$ cat config.mk
export PLATFORM = sky130hd
export DESIGN_NAME = fc_argmax
export DESIGN_NICKNAME = d
export VERILOG_FILES = /design/src/rtl/bnn_pkg.sv /design/src/rtl/fc_argmax.sv
export SDC_FILE = /design/constraint.sdc
export NUM_CORES = 1
export LEC_CHECK = 0
export CAP_MARGIN = 10
export CORE_ASPECT_RATIO = 0.7
export CORE_UTILIZATION = 47
export CTS_BUF_LIST = sky130_fd_sc_hd__clkbuf_8
export CTS_CLUSTER_DIAMETER = 80
export DETAILED_ROUTE_END_ITERATION = 8
export PLACE_DENSITY = 0.76
export SKIP_LAST_GASP = 1
export SLEW_MARGIN = 20
export SYNTH_ARGS = -nofsm -noshare
export SYNTH_HDL_FRONTEND = slang
export SYNTH_SLANG_ARGS = --single-unit
$ cat constraint.sdc
create_clock -name clk -period 6.7 [get_ports clk]
set_input_delay 1.34 -clock clk [delete_from_list [all_inputs] [get_ports clk]]
set_output_delay 1.34 -clock clk [all_outputs]
set_load 0.02 [all_outputs]
$ cat src/rtl/bnn_pkg.sv
// bnn_pkg: shared types and defaults for the binary MNIST network back-end.
package bnn_pkg;
    localparam int NUM_CLASSES_DEFAULT = 10;
    localparam int SCORE_W_DEFAULT     = 17;
    localparam int CLASS_W             = 4;

    typedef logic signed [SCORE_W_DEFAULT-1:0] score_t;

    typedef enum logic [1:0] {IDLE, SCAN, DONE} argmax_state_e;
endpackage

$ cat src/rtl/fc_argmax.sv
// fc_argmax: sequential signed argmax over the FC score vector, lowest index wins ties.
module fc_argmax
    import bnn_pkg::*;
#(
    parameter int NUM_CLASSES = NUM_CLASSES_DEFAULT,
    parameter int SCORE_W     = SCORE_W_DEFAULT
) (
    input  logic                                 clk,
    input  logic                                 rst,
    input  logic                                 score_in_valid,
    output logic                                 score_in_ready,
    input  logic [0:NUM_CLASSES-1][SCORE_W-1:0]  score_in,
    output logic                                 class_out_valid,
    input  logic                                 class_out_ready,
    output logic [CLASS_W-1:0]                   class_out,
    output logic [SCORE_W-1:0]                   class_score,
    output logic                                 class_tie
);
    typedef logic signed [SCORE_W-1:0] sc_t;

    localparam logic [CLASS_W-1:0] LAST = CLASS_W'(NUM_CLASSES - 1);

    if (NUM_CLASSES < 2 || NUM_CLASSES > 16) begin : g_bad_num_classes
        $error("fc_argmax: NUM_CLASSES must be in 2..16");
    end

    argmax_state_e                        state_q, state_d;
    logic [0:NUM_CLASSES-1][SCORE_W-1:0]  buf_q, buf_d;
    logic [CLASS_W-1:0]                   idx_q, idx_d;
    logic [CLASS_W-1:0]                   best_idx_q, best_idx_d;
    sc_t                                  best_q, best_d;
    logic                                 tie_q, tie_d;
    sc_t                                  cur;
    logic                                 gt;

    always_comb begin
        state_d    = state_q;
        buf_d      = buf_q;
        idx_d      = idx_q;
        best_idx_d = best_idx_q;
        best_d     = best_q;
        tie_d      = tie_q;
        cur        = buf_q[idx_q];
        gt         = cur > best_q;
        case (state_q)
            IDLE: begin
                if (score_in_valid) begin
                    buf_d      = score_in;
                    best_d     = score_in[0];
                    best_idx_d = '0;
                    tie_d      = 1'b0;
                    idx_d      = CLASS_W'(1);
                    state_d    = SCAN;
                end
            end
            SCAN: begin
                best_d     = gt ? cur : best_q;
                best_idx_d = gt ? idx_q : best_idx_q;
                tie_d      = gt ? 1'b0 : (tie_q | (cur == best_q));
                idx_d      = (idx_q == LAST) ? '0 : idx_q + CLASS_W'(1);
                state_d    = (idx_q == LAST) ? DONE : SCAN;
            end
            DONE:    state_d = class_out_ready ? IDLE : DONE;
            default: state_d = IDLE;
        endcase
    end

    always_ff @(posedge clk or posedge rst) begin
        if (rst) begin
            state_q    <= IDLE;
            idx_q      <= '0;
            best_idx_q <= '0;
            best_q     <= '0;
            tie_q      <= 1'b0;
        end else begin
            state_q    <= state_d;
            idx_q      <= idx_d;
            best_idx_q <= best_idx_d;
            best_q     <= best_d;
            tie_q      <= tie_d;
        end
    end

    // The score buffer has no reset: its contents are only read after a capture.
    always_ff @(posedge clk) begin
        buf_q <= buf_d;
    end

    assign score_in_ready  = (state_q == IDLE);
    assign class_out_valid = (state_q == DONE);
    assign class_out       = best_idx_q;
    assign class_score     = best_q;
    assign class_tie       = tie_q;
endmodule
==> reports/summary.txt <==
Status -> finished, final reports clean
Via density per instance -> 5.65
PortBufs -> 197
Area contributors post-synth -> edfxtp_1 (60%), mux2i_1 (10%), dfrtp_1 (8.3%), ha_1 (2.8%), a221o_1 (2.0%)
CTS buffer count -> 17
Antenna diode count -> 0
Dpl hpwl -> 14,200 um
Cell count of the worst hold path -> 1
DIE AREA -> 0.0185 mm2
Gpl congestion -> 0.865
Syn_area_per_cell -> 15.5 um2
Xor and xnor area share after synthesis -> 0%
DR iter-0 viols -> 616
First-pass GRT wire length -> 31,700 um
Maxcap violations -> 0
Cts repair resizes -> 0
Final wirelength -> 20,900 um
Synth cell types -> 37
Vias in the first global route -> 5,687
Initial antenna violation count -> 0
Post-Syn Area -> 0.00846 mm2
Chip Height -> 114 um
Layout Cells excl Fill -> 975
RSZ-0062 raised after global routing -> no
Placed cells -> 943
Post-Syn Nets -> 739
Nets@finish -> 924
Largest net degree at the start of global routing -> 74
Setup TNS Final -> 0 ps
Slew margin rel. -> 34.0%
First drt pass iteration count -> 6
Worst-path clk slew -> 100 ps
Synth area leader -> edfxtp_1
GRT overflow -> 0
Worst hold slack -> 549 ps
Clk_lat worst skew -> 480 ps
TritonCTS clock tree -> built
Worst-case reg-to-reg path depth -> 11
PD cells -> 444 mW/mm2
Post-Place Setup Slack -> 1600 ps
Number of flops mapped to enable cells by yosys -> 170
CP Data Arrival Time -> 5480 ps
Drt drc -> 0
Share of layout cells above drive strength 1 -> 8.74%
VDD IR max -> 0.000237 V
Clk sink count -> 198
Post-synthesis mux area share -> 10.1%
Simple-gate share of the synthesized area -> 3.19%
WS Path Type -> flop to flop
Top cell type's share of synthesized area -> 60.3%
Crit-path max FO -> 39
CP Capture Type -> flop
Die width -> 162 um
Max Fclk -> 0.197 GHz
Vias -> 5,512
Pleak -> 3.97 nW
Final period util -> 75.8%
Post-synthesis adder-cell area fraction -> 2.81%
H-tree levels -> 4
Register bit total from synthesis -> 198
Top_reg_cell synth -> edfxtp_1
Post-synthesis compound-gate area fraction -> 12.3%
Largest family of logic cells by synthesized area -> compound AO/OA/AOI/OAI gates
Startpoint Class -> flop
I/O pins -> 198
Post-Syn Instances -> 546
Worst EP required -> 7100 ps
Worst-Margin Slew -> 984 ps
Final setup fails -> 0
Total GRT Usage -> 23.3%
Routed Antenna Nets -> 0
Worst-case clock buffer depth -> 2
Starting Density -> 48.7%
CTS Hold Bufs -> 0
Site Rows -> 40
Ys Warns -> 0
Tightest Hold Check Type -> flop to flop
Clock root cell -> clkbuf_8
Ys async rst share -> 14.1%
Final slew viol count -> 0
Setup Skew -> 21.5 ps
Fin crit period -> 5080 ps
# Post-CTS Setup Buffers -> 0
Final Hold Fails -> 0
Post-synthesis sequential area ratio -> 68.6%
Area growth syn-to-layout -> 30.4%
Routed len/inst -> 21.4 um
Setup slack after layout -> 1620 ps
Area of the core -> 0.0174 mm2
## where the power goes
part	switching (mW)	total, mW	internal [mW]
Sequential	0.155	1.76	1.61
Combinational	1.29	2.31	1.02
Clock	0.438	0.817	0.380
## metrics by stage
stage / power [mW] / instance area, um2 / util, %
after floorplan: 3.45 / 8460 / -
after global placement: 4.01 / 10600 / 61.1
after detailed placement: 4.09 / 10600 / 61.1
after CTS: 4.91 / 11000 / 63.5
after global routing: 5.18 / 11000 / 63.5
final: 4.89 / 11000 / 63.5
## registers in the layout (all words and copies together), names as in the netlist
signal and flops:
buf_q 170, class_score 17, state_q 2, class_tie 1, idx_q 4, class_out 4
## worst paths after layout
kind / start / end / slack (ps)
min in group asynchronous: rst / class_out[1] / 1270
setup / recovery: idx_q[1] / class_score[4] / 1620
hold / removal: class_out[1] / class_out[1] / 550
max in group asynchronous: rst / idx_q[1] / 4970
setup reg to reg: idx_q[1] / class_score[4] / 1620
hold reg to reg: class_out[1] / class_out[1] / 550
## cell usage after synthesis (4+ instances only)
master / n
mux2i_1: 85
nand2b_1: 5
dfrtp_1: 28
inv_1: 20
ha_1: 19
a22o_1: 4
o31a_1: 17
o22ai_1: 17
o221ai_1: 17
a221o_1: 17
a21oi_1: 9
buf_2: 19
nand2_1: 12
o21ai_0: 26
clkbuf_1: 16
nor2_1: 25
o21ba_2: 16
edfxtp_1: 170
## cell usage in the layout, fill, tap and decap left out, drive strengths merged, types with 4 or more instances in the layout
cell type | synthesis | final
clkdlybuf4s50 | 0 | 197
clkbuf | 16 | 17
ha | 19 | 19
edfxtp | 170 | 170
nor2 | 25 | 25
nand2 | 12 | 12
inv | 20 | 28
mux2i | 85 | 85
a22o | 4 | 4
dfrtp | 28 | 28
o31a | 17 | 17
o221ai | 17 | 17
a21oi | 9 | 9
o22ai | 17 | 17
buf | 21 | 6
clkinv | 0 | 4
o21ai | 26 | 26
o21ba | 16 | 16
a221o | 17 | 17
nand2b | 5 | 5
## cell families (layout without fill, tap and decap cells)
family,Yosys count,in the layout
buf+inv,57,255
flops,198,198
simple gates,55,55
mux,85,85
compound gates,132,132
fa+ha+maj,19,19
## per-layer routing
metal / GRT usage (%) / vias up / part of all wire (%)
li1: - / 2509 / -
met1: 32.2 / 2710 / 43
met2: 34.9 / 269 / 44
met3: 7.79 / 24 / 12
met4: 7.11 / 0 / 1.2
met5: 0 / - / 0
## critical path, cell delays in order (launching register included)
cell and delay (ps):
dfrtp_4 830, buf_4 670, mux2i_1 270, o221ai_1 200, o31a_1 190, ha_1 300
a21oi_1 170, o21ai_0 140, a2111oi_2 410, o2111ai_2 560, a21boi_2 950, a221o_1 290
## final cells by class
| class | count | area, um2 |
|---|---|---|
| Sequential cell | 198 | 5810 |
| Fill cell | 1271 | 6340 |
| Multi-Input combinational cell | 291 | 2410 |
| Clock inverter | 15 | 188 |
| Inverter | 20 | 75.1 |
| Clock buffer | 17 | 234 |
| Tap cell | 231 | 289 |
| Timing Repair Buffer | 203 | 2020 |
(Power assumes the default switching activity.)
